$ cat src/rtl/sram_read_port.sv
// sram_read_port: read-side controller for a 16-bit asynchronous SRAM.
// Serves 32-bit word requests by reading the aligned halfword pair (low
// halfword first). One pending request can queue behind the word in flight.
// Optional build macro SRAM_READ_REG_EN registers sram_dq before capture,
// which adds one cycle to every halfword phase.
module sram_read_port #(
    parameter int WAIT_CYCLES = 0
) (
    input  logic        CLK,
    input  logic        RST,
    input  logic        data_r_req,
    input  logic [21:1] data_r_address,
    output logic [31:0] data_r,
    output logic        data_r_empty,
    output logic        data_r_done,
    output logic        overrun,
    input  logic        overrun_clr,
    output logic [21:1] sram_a,
    input  logic [15:0] sram_dq,
    output logic        sram_ce_n,
    output logic        sram_oe_n,
    output logic        sram_we_n,
    output logic        sram_lb_n,
    output logic        sram_ub_n
);

    typedef enum logic [1:0] {IDLE, RD_LO, RD_HI} state_t;

    logic [15:0] w_dq;

`ifdef SRAM_READ_REG_EN
    localparam int PH = WAIT_CYCLES + 2;

    logic [15:0] r_dq_q;

    // Register the SRAM data bus every cycle; captures use the registered copy.
    always_ff @(posedge CLK) begin
        r_dq_q <= sram_dq;
    end

    assign w_dq = r_dq_q;
`else
    localparam int PH = WAIT_CYCLES + 1;

    assign w_dq = sram_dq;
`endif

    localparam logic [4:0] LAST = 5'(PH - 1);

    state_t      r_state;
    logic [4:0]  r_cnt;
    logic [21:2] r_addr;
    logic        r_pend_vld;
    logic [21:2] r_pend_addr;
    logic [15:0] r_lo;
    logic [31:0] r_data;
    logic        r_empty;
    logic        r_done;
    logic        r_overrun;
    logic [21:1] r_sram_a;
    logic        r_strobe_n;

    logic        w_busy;
    logic        w_last;
    logic        w_complete;
    logic        w_start_idle;
    logic        w_take_pend;
    logic        w_take_req;
    logic        w_start;
    logic [21:2] w_next_addr;
    logic        w_to_pend;
    logic        w_ovr_set;
    logic        w_unused_a1;

    // Bit 1 of the request address selects a halfword inside the word; the
    // word always covers the aligned pair, so it is deliberately dropped.
    assign w_unused_a1  = data_r_address[1];

    assign w_busy       = (r_state != IDLE);
    assign w_last       = (r_cnt == LAST);
    assign w_complete   = (r_state == RD_HI) && w_last;

    // Next-word selection: pending slot beats a fresh request at completion.
    assign w_start_idle = (r_state == IDLE) && data_r_req;
    assign w_take_pend  = w_complete && r_pend_vld;
    assign w_take_req   = w_complete && !r_pend_vld && data_r_req;
    assign w_start      = w_start_idle || w_take_pend || w_take_req;
    assign w_next_addr  = w_take_pend ? r_pend_addr : data_r_address[21:2];

    // A busy-time request lands in the pending slot unless it is consumed
    // directly at a completion with an empty slot.
    assign w_to_pend    = data_r_req && w_busy && !(w_complete && !r_pend_vld);
    assign w_ovr_set    = data_r_req && w_busy && !w_complete && r_pend_vld;

    // Control FSM with registered SRAM strobes, address and read-side outputs.
    always_ff @(posedge CLK or negedge RST) begin
        if (!RST) begin
            r_state    <= IDLE;
            r_cnt      <= '0;
            r_pend_vld <= 1'b0;
            r_data     <= '0;
            r_empty    <= 1'b1;
            r_done     <= 1'b0;
            r_overrun  <= 1'b0;
            r_sram_a   <= '0;
            r_strobe_n <= 1'b1;
        end else begin
            r_done <= 1'b0;
            if (w_start) begin
                r_state    <= RD_LO;
                r_cnt      <= '0;
                r_sram_a   <= {w_next_addr, 1'b0};
                r_strobe_n <= 1'b0;
            end else begin
                case (r_state)
                    IDLE: begin
                        r_cnt <= '0;
                    end
                    RD_LO: begin
                        if (w_last) begin
                            r_state  <= RD_HI;
                            r_cnt    <= '0;
                            r_sram_a <= {r_addr, 1'b1};
                        end else begin
                            r_cnt <= r_cnt + 5'd1;
                        end
                    end
                    RD_HI: begin
                        if (w_last) begin
                            r_state    <= IDLE;
                            r_strobe_n <= 1'b1;
                        end else begin
                            r_cnt <= r_cnt + 5'd1;
                        end
                    end
                    default: begin
                        r_state    <= IDLE;
                        r_strobe_n <= 1'b1;
                    end
                endcase
            end

            if (w_complete) begin
                r_data  <= {w_dq, r_lo};
                r_empty <= 1'b0;
                r_done  <= 1'b1;
            end

            if (w_to_pend) begin
                r_pend_vld <= 1'b1;
            end else if (w_take_pend) begin
                r_pend_vld <= 1'b0;
            end

            if (w_ovr_set) begin
                r_overrun <= 1'b1;
            end else if (overrun_clr) begin
                r_overrun <= 1'b0;
            end
        end
    end

    // Word address in flight, pending address and low-halfword capture.
    always_ff @(posedge CLK) begin
        if (w_start) begin
            r_addr <= w_next_addr;
        end
        if (w_to_pend) begin
            r_pend_addr <= data_r_address[21:2];
        end
        if ((r_state == RD_LO) && w_last) begin
            r_lo <= w_dq;
        end
    end

    assign data_r       = r_data;
    assign data_r_empty = r_empty;
    assign data_r_done  = r_done;
    assign overrun      = r_overrun;
    assign sram_a       = r_sram_a;
    assign sram_ce_n    = r_strobe_n;
    assign sram_oe_n    = r_strobe_n;
    assign sram_lb_n    = r_strobe_n;
    assign sram_ub_n    = r_strobe_n;
    assign sram_we_n    = 1'b1;

endmodule

$ cat config.mk
export PLATFORM = sky130hd
export DESIGN_NAME = sram_read_port
export DESIGN_NICKNAME = d
export VERILOG_FILES = /design/src/rtl/sram_read_port.sv
export SDC_FILE = /design/constraint.sdc
export NUM_CORES = 1
export LEC_CHECK = 0
export CAP_MARGIN = 10
export CORE_ASPECT_RATIO = 1.1
export CORE_MARGIN = 2
export CORE_UTILIZATION = 30
export DETAILED_ROUTE_END_ITERATION = 6
export MAX_ROUTING_LAYER = met4
export PLACE_DENSITY = 0.58
export SYNTH_ARGS = -nofsm -noshare
export SYNTH_HDL_FRONTEND = slang
export SYNTH_SLANG_ARGS = --single-unit
$ cat constraint.sdc
create_clock -name CLK -period 3.6 [get_ports CLK]
set_clock_uncertainty 0.1 [all_clocks]
set_input_delay 0.54 -clock CLK [delete_from_list [all_inputs] [get_ports CLK]]
set_output_delay 0.54 -clock CLK [all_outputs]
set_load 0.005 [all_outputs]
=== Word-level counts from Yosys, hierarchy flattened ===
Index checks and enable logic that the tools add are counted.

* Flip-flop bits (word level): 121
* Output and inout port bits: 61
* Bits in writable memories: 0
* ROM bits: 0
* Memories kept: 0
* Logic and storage cells: 68
* Bits in latches: 0

* Div/mod/pow operators: 0
* Eq/ne operators: 7
* Magnitude comparators: 0
* Add/subtract/negate cells: 1
* Multiply operators: 0
* Bitwise gates (word level): 0
* Reduce and logical (&&, ||, !) cells: 28
* Mux-type cells: 20
* Shift-type cells: 0

{| class="wikitable"
|+ Operators with widths
! kind !! number
|-
| 21-bit two-way mux || 3
|-
| 20-bit two-way mux || 1
|-
| 5-bit two-way mux || 3
|-
| 5-bit one-hot mux with 3 select lines || 1
|-
| 1-bit logical AND || 10
|-
| 2-bit nonzero test || 5
|-
| 3-bit != test (second input constant) || 3
|-
| 1-bit two-way mux || 7
|-
| 2-bit two-way mux || 3
|-
| 2-bit one-hot mux with 3 select lines || 1
|-
| 2-bit AND reduction || 3
|-
| 5-bit by 1-bit adder with 5-bit output (second input constant) || 1
|-
| 5-bit logical NOT || 1
|-
| 4-bit nonzero test || 1
|-
| 1-bit logical NOT || 3
|-
| 3-bit AND reduction || 1
|-
| 2-bit by 1-bit equality test with 1-bit output (second input constant) || 1
|-
| 2-bit equality test (second input constant) || 1
|-
| 2-bit logical NOT || 1
|-
| 1-bit logical OR || 2
|-
| 2-bit by 1-bit != test with 1-bit output (second input constant) || 1
|-
| 2-bit != test (second input constant) || 1
|-
| 1-bit one-hot mux with 2 select lines || 1
|-
| 2-bit OR reduction || 1
|}

=== Depth between registers and ports, before layout ===
Gate-level depths: netlist of the first run.

* Depth after elaboration: 7
* Mapped depth: 9
* Mapped depth without buffers: 7

=== Least setup slack after synthesis of the first run ===
No wires, ideal clock.

* Kind: flip-flop to flip-flop
* Start: reg r_cnt[0]
* End: reg r_sram_a, in the netlist sram_a[11]
* Stages on the path, launching flop included: 8
* Arrival time: 2.048 ns
* Path slack: 1.325 ns
* Buffers on the path: 1
* Path through: dfrtp_1 inv_1 ha_1 or4b_4 nor2_4 buf_4 mux2_2 mux2_1

* Elaborated cells on any way between the ends: 12

{| class="wikitable"
|+ RTL lines
! what !! line !! source
|-
| from (decl) || 51 || <nowiki>logic [4:0] r_cnt;</nowiki>
|-
| from (signal assigned) || 125 || <nowiki>r_cnt <= r_cnt + 5'd1;</nowiki>
|-
| from (signal assigned) || 133 || <nowiki>r_cnt <= r_cnt + 5'd1;</nowiki>
|-
| 5-bit logical NOT || 80 || <nowiki>assign w_last = (r_cnt == LAST);</nowiki>
|-
| 1-bit logical AND || 81 || <nowiki>assign w_complete = (r_state == RD_HI) && w_last;</nowiki>
|-
| 1-bit logical AND || 85 || <nowiki>assign w_take_pend = w_complete && r_pend_vld;</nowiki>
|-
| 20-bit two-way mux || 88 || <nowiki>assign w_next_addr = w_take_pend ? r_pend_addr : data_r_address[21:2];</nowiki>
|-
| named net w_next_addr (one bit) || 70 || <nowiki>logic [21:2] w_next_addr;</nowiki>
|-
| 21-bit two-way mux || 109 || <nowiki>if (w_start) begin</nowiki>
|-
| to (signal assigned) || 112 || <nowiki>r_sram_a <= {w_next_addr, 1'b0};</nowiki>
|-
| to (signal assigned) || 123 || <nowiki>r_sram_a <= {r_addr, 1'b1};</nowiki>
|-
| to (decl) || 60 || <nowiki>logic [21:1] r_sram_a;</nowiki>
|}

The timed path passes the listed nets, and every way through them passes these cells.
A chain may end at the register's enable or synchronous reset.

=== Final worst setup path of the first run ===
* Start: reg r_cnt[0]
* End: reg r_sram_a, in the netlist sram_a[14]

Same word-level chain as after synthesis.

==> flow_summary.json, run 1 <==
{
  "worstSetupPathType": "reg2reg",
  "maxCapViolCount": 0,
  "die_width_um": 126.5,
  "design.core.area_um2": 16250,
  "mostFrequentLayoutCells": "sky130_fd_sc_hd__clkdlybuf4s50_1, sky130_fd_sc_hd__dfrtp_1, sky130_fd_sc_hd__edfxtp_1",
  "die_height_um": 138.7,
  "cts.path.max_buffers": 2,
  "fillers": 1447,
  "finalWirelength_mm": 9.672,
  "via_count": 2773,
  "hpwl_dp_mm": 6.317,
  "grt_max_degree": 66,
  "tns_ps": 0,
  "post_synth_inst_count": 292,
  "pre_cts_ws_ps": 987.8,
  "run_status": "complete, no violations",
  "flow.area_growth_from_synthesis_pct": 36.24,
  "critPathMaxStageDelay_ps": 520,
  "io_pins": 102,
  "postSynthRegisterBits": 121,
  "synthSimpleGateAreaFrac_pct": 3.285,
  "initial_utilization_pct": 30.47,
  "post_cts.repair.setup_buffers": 0,
  "maximum_resistive_drop_on_vdd_mv": 0.4352,
  "first_pass_iters": 4,
  "synth-compound-area-share_pct": 2.957,
  "dieArea_um2": 17550,
  "synth-adder-area-share_pct": 1.516,
  "finalCritPeriodShare_pct": 71.21,
  "post_synth_mux_area_share_pct": 22.26,
  "cts_tree": "built",
  "synth_top_family_by_area": "multiplexers",
  "timing_max_transition_violations_final": 0,
  "period_needed_ps": 2563,
  "ys_types": 40,
  "drt_drc_violations_left": 0,
  "number_of_global_route_vias_before_repair": 3003,
  "drt.antenna.violating_nets": 0,
  "cts_root_buffer": "sky130_fd_sc_hd__clkbuf_16",
  "insertion_delay_ps": 410,
  "htree_num_levels": 4,
  "track_usage_pct": 12.19,
  "final_core_utilization_pct": 41.52,
  "grt_first_pass_wirelength_mm": 15.95,
  "synthXorXnorAreaFrac_pct": 0,
  "worst_setup_path_end_kind": "flop",
  "critical_path_s_slowest_cell": "sky130_fd_sc_hd__or4b_4",
  "slew_headroom_pct": 40.11,
  "timing.critical_path.buf_inv": 2,
  "n_antenna_cell": 0,
  "antenna_found_initial": 0,
  "place_congestion": 0.6866,
  "worstMarginPinSlew_ps": 898.3,
  "startpoint_type": "flop",
  "grt_setup_unrepaired": "false",
  "io_buffer_count": 99,
  "syn_nets": 339,
  "timing.hold.worst.class": "in2async",
  "synth_sequential_area_ratio_pct": 66.87,
  "finalWorstSetupSlack_ps": 1037,
  "final-setup-viol-count": 0,
  "synthesis.area_um2": 4951,
  "final_common_cell": "sky130_fd_sc_hd__clkdlybuf4s50_1",
  "grt_overflow_total": 0,
  "cts_num_sinks": 121,
  "detail_route.vias_per_cell": 4.480,
  "drt-wirelength-per-cell_um": 15.63,
  "rows": 49,
  "yosysWarnings": 0,
  "area_of_combinational_cells_with_multiple_inputs_um2": 1490,
  "drtIter0Drc": 137,
  "path_delay_family": "multiplexers",
  "cts_buffers": 17,
  "synthesis.area_per_instance_um2": 16.96,
  "p_leak_nw": 2.613,
  "nNetsFinal": 449,
  "powerDensity_nw_per_um2": 912.0,
  "worst-endpoint-arrival_ps": 2750,
  "cp.required_ps": 3790,
  "max_clock_freq_mhz": 390.1,
  "post_cts_hold_buffer_count": 0,
  "crit_path_max_fanout": 20,
  "timing_hold_violations_final": 0,
  "drive_gt1_share_pct": 28.19,
  "worstPathCellList": "inv_1, ha_1, or4b_4, nor2_4, buf_4, mux2_2, mux2_1",
  "path_clk_slew_ps": 60,
  "layout.area.seq_um2": 3311,
  "postCtsResizedCells": 0
}
where the power goes:
group / switching (mW) / total [mW] / internal (mW)
Clock: 0.606 / 1.67 / 1.06
Combinational: 0.839 / 2.18 / 1.35
Sequential: 0.222 / 2.30 / 2.08
Total: 1.67 / 6.15 / 4.48
layer usage:
layer / share of wire (%) / wire [µm] / GRT usage [%] / vias to the layer above
li1: - / - / - / 1296
met1: 44 / 4253 / 14.21 / 1388
met2: 49 / 4732 / 19.11 / 80
met3: 5.8 / 557 / 4.591 / 9
met4: 1.3 / 129 / 4.685 / 0
met5: 0 / 0 / - / -
per-stage QoR:
step | cells | area, µm² | power [mW] | hold WS [ps]
after global placement | 587 | 6148 | 4.499 | 357.6
after global routing | 619 | 6745 | 6.531 | 233.2
after CTS | 619 | 6745 | 6.259 | 205.7
final | 619 | 6745 | 6.152 | 164.8
after floorplan | 292 | 4951 | 3.534 | 144.4
after detailed placement | 587 | 6148 | 4.564 | 363.7
flip-flops by register name, summed over array words and instances (netlist names):
register	count
r_state	2
data_r_empty	1
r_pend_vld	1
r_addr	20
r_cnt	5
sram_ce_n	1
r_pend_addr	20
r_lo	16
data_r	32
overrun	1
sram_a	21
data_r_done	1
Yosys cell counts (all sizes together):
master | n | area (µm²)
nor2b | 2 | 12.51
and2 | 1 | 6.260
a31oi | 1 | 6.260
o211ai | 5 | 37.54
o32ai | 1 | 8.760
and4 | 1 | 8.760
edfxtp | 56 | 1682
dfrtp | 63 | 1577
nor2 | 7 | 33.78
nor4b | 1 | 23.77
dfstp | 2 | 52.55
a21oi | 4 | 20.02
buf | 14 | 116.4
o21a | 1 | 7.510
o311ai | 1 | 8.760
o21ai | 3 | 15.01
or2 | 2 | 12.51
ha | 6 | 75.07
o22ai | 1 | 6.260
conb | 1 | 3.750
nand3 | 3 | 15.01
inv | 9 | 33.78
nand2 | 8 | 30.03
a21o | 1 | 7.510
o2111a | 1 | 11.26
nand2b | 1 | 6.260
or4b | 1 | 13.76
mux2 | 92 | 1092
o22a | 1 | 10.01
mux2i | 1 | 10.01
a211oi | 1 | 7.510
path summary, 6_finish.rpt:
| path | startpoint | to | slack [ps] | cells after the start |
|---|---|---|---|---|
| hold reg to reg | r_lo[4] | data_r[4] | 370 | 1 |
| min in group CLK | r_lo[4] | data_r[4] | 370 | 1 |
| setup reg to reg | r_cnt[0] | sram_a[14] | 1040 | 7 |
| max in group asynchronous | RST | r_cnt[4] | 2660 | 1 |
| setup / recovery | r_cnt[0] | sram_a[14] | 1040 | 7 |
| hold / removal | RST | data_r[31] | 160 | 1 |
worst reg2reg max path: stages, from the launching register on:
cell and delay [ps]:
sky130_fd_sc_hd__dfrtp_1 390, sky130_fd_sc_hd__inv_1 100, sky130_fd_sc_hd__ha_1 180, sky130_fd_sc_hd__or4b_4 520
sky130_fd_sc_hd__nor2_4 130, sky130_fd_sc_hd__buf_4 340, sky130_fd_sc_hd__mux2_2 400, sky130_fd_sc_hd__mux2_1 300
area by class of cell:
| type | count | share of cell area [%] |
|---|---|---|
| clock inverter | 9 | 1.298 |
| multi-input combinational | 148 | 22.09 |
| tap | 204 | 3.784 |
| sequential | 121 | 49.08 |
| inverter | 9 | 0.5008 |
| clock buffer | 23 | 7.550 |
| timing repair buffer | 105 | 15.69 |
cell families (layout without fill, tap and decap cells):
group	Yosys count	after routing
buffers and inverters	23	146
adder cells (fa/ha/maj)	6	6
multiplexers	93	93
AO/OA/AOI/OAI	21	21
AND/OR/NAND/NOR	27	27
other	1	1
flip-flops	121	121
Power figures use the tool's default switching activity.
==> run 2: changes to the inputs <==
--- a/config.mk
+++ b/config.mk
@@ -11,7 +11,7 @@
 export CORE_UTILIZATION = 30
 export DETAILED_ROUTE_END_ITERATION = 6
 export MAX_ROUTING_LAYER = met4
-export PLACE_DENSITY = 0.58
+export PLACE_DENSITY = 0.59
 export SYNTH_ARGS = -nofsm -noshare
 export SYNTH_HDL_FRONTEND = slang
 export SYNTH_SLANG_ARGS = --single-unit
==> constraint.sdc (replaced) <==
create_clock -name CLK -period 2.1 [get_ports CLK]
set_clock_uncertainty 0.1 [all_clocks]
set_input_delay 0.315 -clock CLK [delete_from_list [all_inputs] [get_ports CLK]]
set_output_delay 0.315 -clock CLK [all_outputs]
set_load 0.005 [all_outputs]
==> run 2 against run 1 <==
The run now ends with negative setup slack left. Global-route usage is 0.26 points higher. Count of clock-buffer cells in the layout is 5 lower. Combinational power is 130% higher. Critical path type unchanged. Wire length is 15% higher. Worst hold slack better by 110 ps. Largest cell class unchanged.
==> flow_summary.json, run 2 (synthesis results as in run 1) <==
{
  "run_status": "finished, violations left",
  "failed_checks": "negative setup slack",
  "cts_buffers": 17,
  "netSwitchingFraction_pct": 28.14,
  "finalWorstSetupSlack_ps": -154.2,
  "cts_tree": "built",
  "timing.hold.worst.class": "in2async",
  "combPwrFrac_pct": 42.8,
  "path_delay_family": "buffers and inverters",
  "n_antenna_cell": 0,
  "antenna_found_initial": 0,
  "grt_setup_unrepaired": "true",
  "drt-wirelength-per-cell_um": 17.07,
  "period_needed_ps": 2254,
  "drt_drc_violations_left": 0,
  "startpoint_type": "flop",
  "path_clk_slew_ps": 60,
  "cts.path.max_buffers": 2,
  "crit_path_max_fanout": 6,
  "grt_overflow_total": 0,
  "first_pass_iters": 4,
  "worstPathCellList": "inv_2, ha_4, buf_4, buf_4, nor4b_4, buf_4, nand2_4, clkinv_4, o22a_4, clkbuf_16, buf_8, o32ai_2",
  "rows": 49,
  "flow.area_growth_from_synthesis_pct": 50.04,
  "p_leak_nw": 3.015,
  "timing_max_transition_violations_final": 0,
  "nNetsFinal": 483,
  "die_width_um": 126.5,
  "insertion_delay_ps": 420,
  "finalWirelength_mm": 11.15,
  "io_buffer_count": 99,
  "die_height_um": 138.7,
  "clock_power_share_pct": 23.3,
  "max_clock_freq_mhz": 443.6,
  "hpwl_dp_mm": 6.534,
  "timing.critical_path.buf_inv": 7,
  "initial_utilization_pct": 30.47,
  "power.internal_mw": 8.418,
  "crit_path_frequent_cell": "sky130_fd_sc_hd__buf_4",
  "placed_cells_incl_taps": 603,
  "worstSetupPathType": "reg2reg",
  "final-setup-viol-count": 76,
  "finalCritPeriodShare_pct": 107.3,
  "maxCapViolCount": 0,
  "place_congestion": 0.7725,
  "seqPwrFrac_pct": 34.0,
  "p_switching_mw": 3.297,
  "number_of_global_route_vias_before_repair": 3118,
  "drive_gt1_share_pct": 36.97,
  "grt_max_degree": 43,
  "cp.required_ps": 2320,
  "worst-endpoint-arrival_ps": 2470,
  "via_count": 2988,
  "critPathMaxStageDelay_ps": 370,
  "design_area_um2": 7428,
  "place_area_um2": 6362,
  "critical_path_s_slowest_cell": "sky130_fd_sc_hd__dfrtp_1",
  "maximum_resistive_drop_on_vdd_mv": 0.6395,
  "final_common_cell": "sky130_fd_sc_hd__clkdlybuf4s50_1",
  "largest_register_ff_count": 32,
  "cts_num_sinks": 121,
  "powerDensity_nw_per_um2": 1577,
  "final_core_utilization_pct": 45.72,
  "htree_num_levels": 4,
  "final_std_cells_w_o_fill": 653,
  "mostFrequentLayoutCells": "sky130_fd_sc_hd__clkdlybuf4s50_1, sky130_fd_sc_hd__mux2_4, sky130_fd_sc_hd__dfrtp_1",
  "detail_route.vias_per_cell": 4.576,
  "design.core.area_um2": 16250,
  "grt_first_pass_wirelength_mm": 16.24,
  "dieArea_um2": 17550,
  "cts_root_buffer": "sky130_fd_sc_hd__clkbuf_16",
  "drt.antenna.violating_nets": 0,
  "timing_hold_violations_final": 0,
  "track_usage_pct": 12.45,
  "worst_setup_path_end_kind": "flop",
  "drtIter0Drc": 121,
  "io_pins": 102
}
## run 2: cell count changes in the layout (fill, tap and decap cells not counted), moves of 3 or more
cell,before,now
sky130_fd_sc_hd__mux2_1,22,17
sky130_fd_sc_hd__nor2_1,6,3
sky130_fd_sc_hd__buf_12,2,8
sky130_fd_sc_hd__clkbuf_16,18,21
sky130_fd_sc_hd__buf_6,0,5
sky130_fd_sc_hd__mux2_2,55,3
sky130_fd_sc_hd__clkbuf_8,4,0
sky130_fd_sc_hd__mux2_4,15,72
sky130_fd_sc_hd__buf_4,5,21
## run 2: path summary, 6_finish.rpt
path | from | endpoint | slack (ps) | cells past startpoint
max in group asynchronous | RST | sram_a[2] | 1060 | 3
hold / removal | RST | r_pend_vld | 280 | 2
min in group CLK | r_lo[6] | data_r[6] | 380 | 1
setup reg to reg | r_cnt[0] | r_state[1] | -150 | 12
hold reg to reg | r_lo[6] | data_r[6] | 380 | 1
setup / recovery | r_cnt[0] | r_state[1] | -150 | 12
## run 2: layout make-up
type | count | area (µm²)
clock buffers | 18 | 429.2
clock inverters | 14 | 126.4
fillers | 1420 | 8818
inverters | 9 | 38.79
multi-input cells | 148 | 1773
flip-flops and latches | 121 | 3311
well taps | 204 | 255.2
repair buffers | 139 | 1495
## run 2: what timing repair did
action	4_1_cts	5_1_grt
hold buffers	1	0
hold endpoints to repair	21	0
pin swaps	3	10
gates cloned	1	6
gates resized for setup	22	64
setup endpoints to repair	68	138
buffers inserted	6	7
## run 2: worst register-to-register path, cell delays in order, from the launching register on
cell and delay, ps:
sky130_fd_sc_hd__dfrtp_1 370, sky130_fd_sc_hd__inv_2 60, sky130_fd_sc_hd__ha_4 150, sky130_fd_sc_hd__buf_4 120
sky130_fd_sc_hd__buf_4 120, sky130_fd_sc_hd__nor4b_4 120, sky130_fd_sc_hd__buf_4 140, sky130_fd_sc_hd__nand2_4 80
sky130_fd_sc_hd__clkinv_4 60, sky130_fd_sc_hd__o22a_4 270, sky130_fd_sc_hd__clkbuf_16 190, sky130_fd_sc_hd__buf_8 130
sky130_fd_sc_hd__o32ai_2 250
## run 2: per-stage QoR
step | worst slack [ps] | hold slack [ps] | power [mW] | setup TNS, ps
6_report | -154.2 | 278.1 | 11.72 | -4651
5_1_grt | -242.5 | 313.2 | 12.37 | -12640
4_1_cts | -201.9 | 276.8 | 11.06 | -5286
3_5_place_dp | -207.8 | 163.0 | 8.061 | -5637
3_3_place_gp | -190.7 | 160.3 | 7.955 | -4867
2_1_floorplan | -93.47 | -80.59 | 6.102 | -1645
## run 2: routing by layer
metal	part of all wire [%]	global-route usage (%)	vias up
li1	-	-	1367
met1	43	14.45	1499
met2	50	19.70	98
met3	5.5	4.630	24
met4	1.5	4.685	0
met5	0	-	-
## run 2: power groups by stage
stage	clock network, mW	registers (mW)	logic, mW
finish	2.73	3.98	5.01
global route	2.92	4.09	5.36
CTS	2.78	3.96	4.32
detailed placement	0	4.00	4.06
global placement	0	3.96	3.99
floorplan	0	3.97	2.13
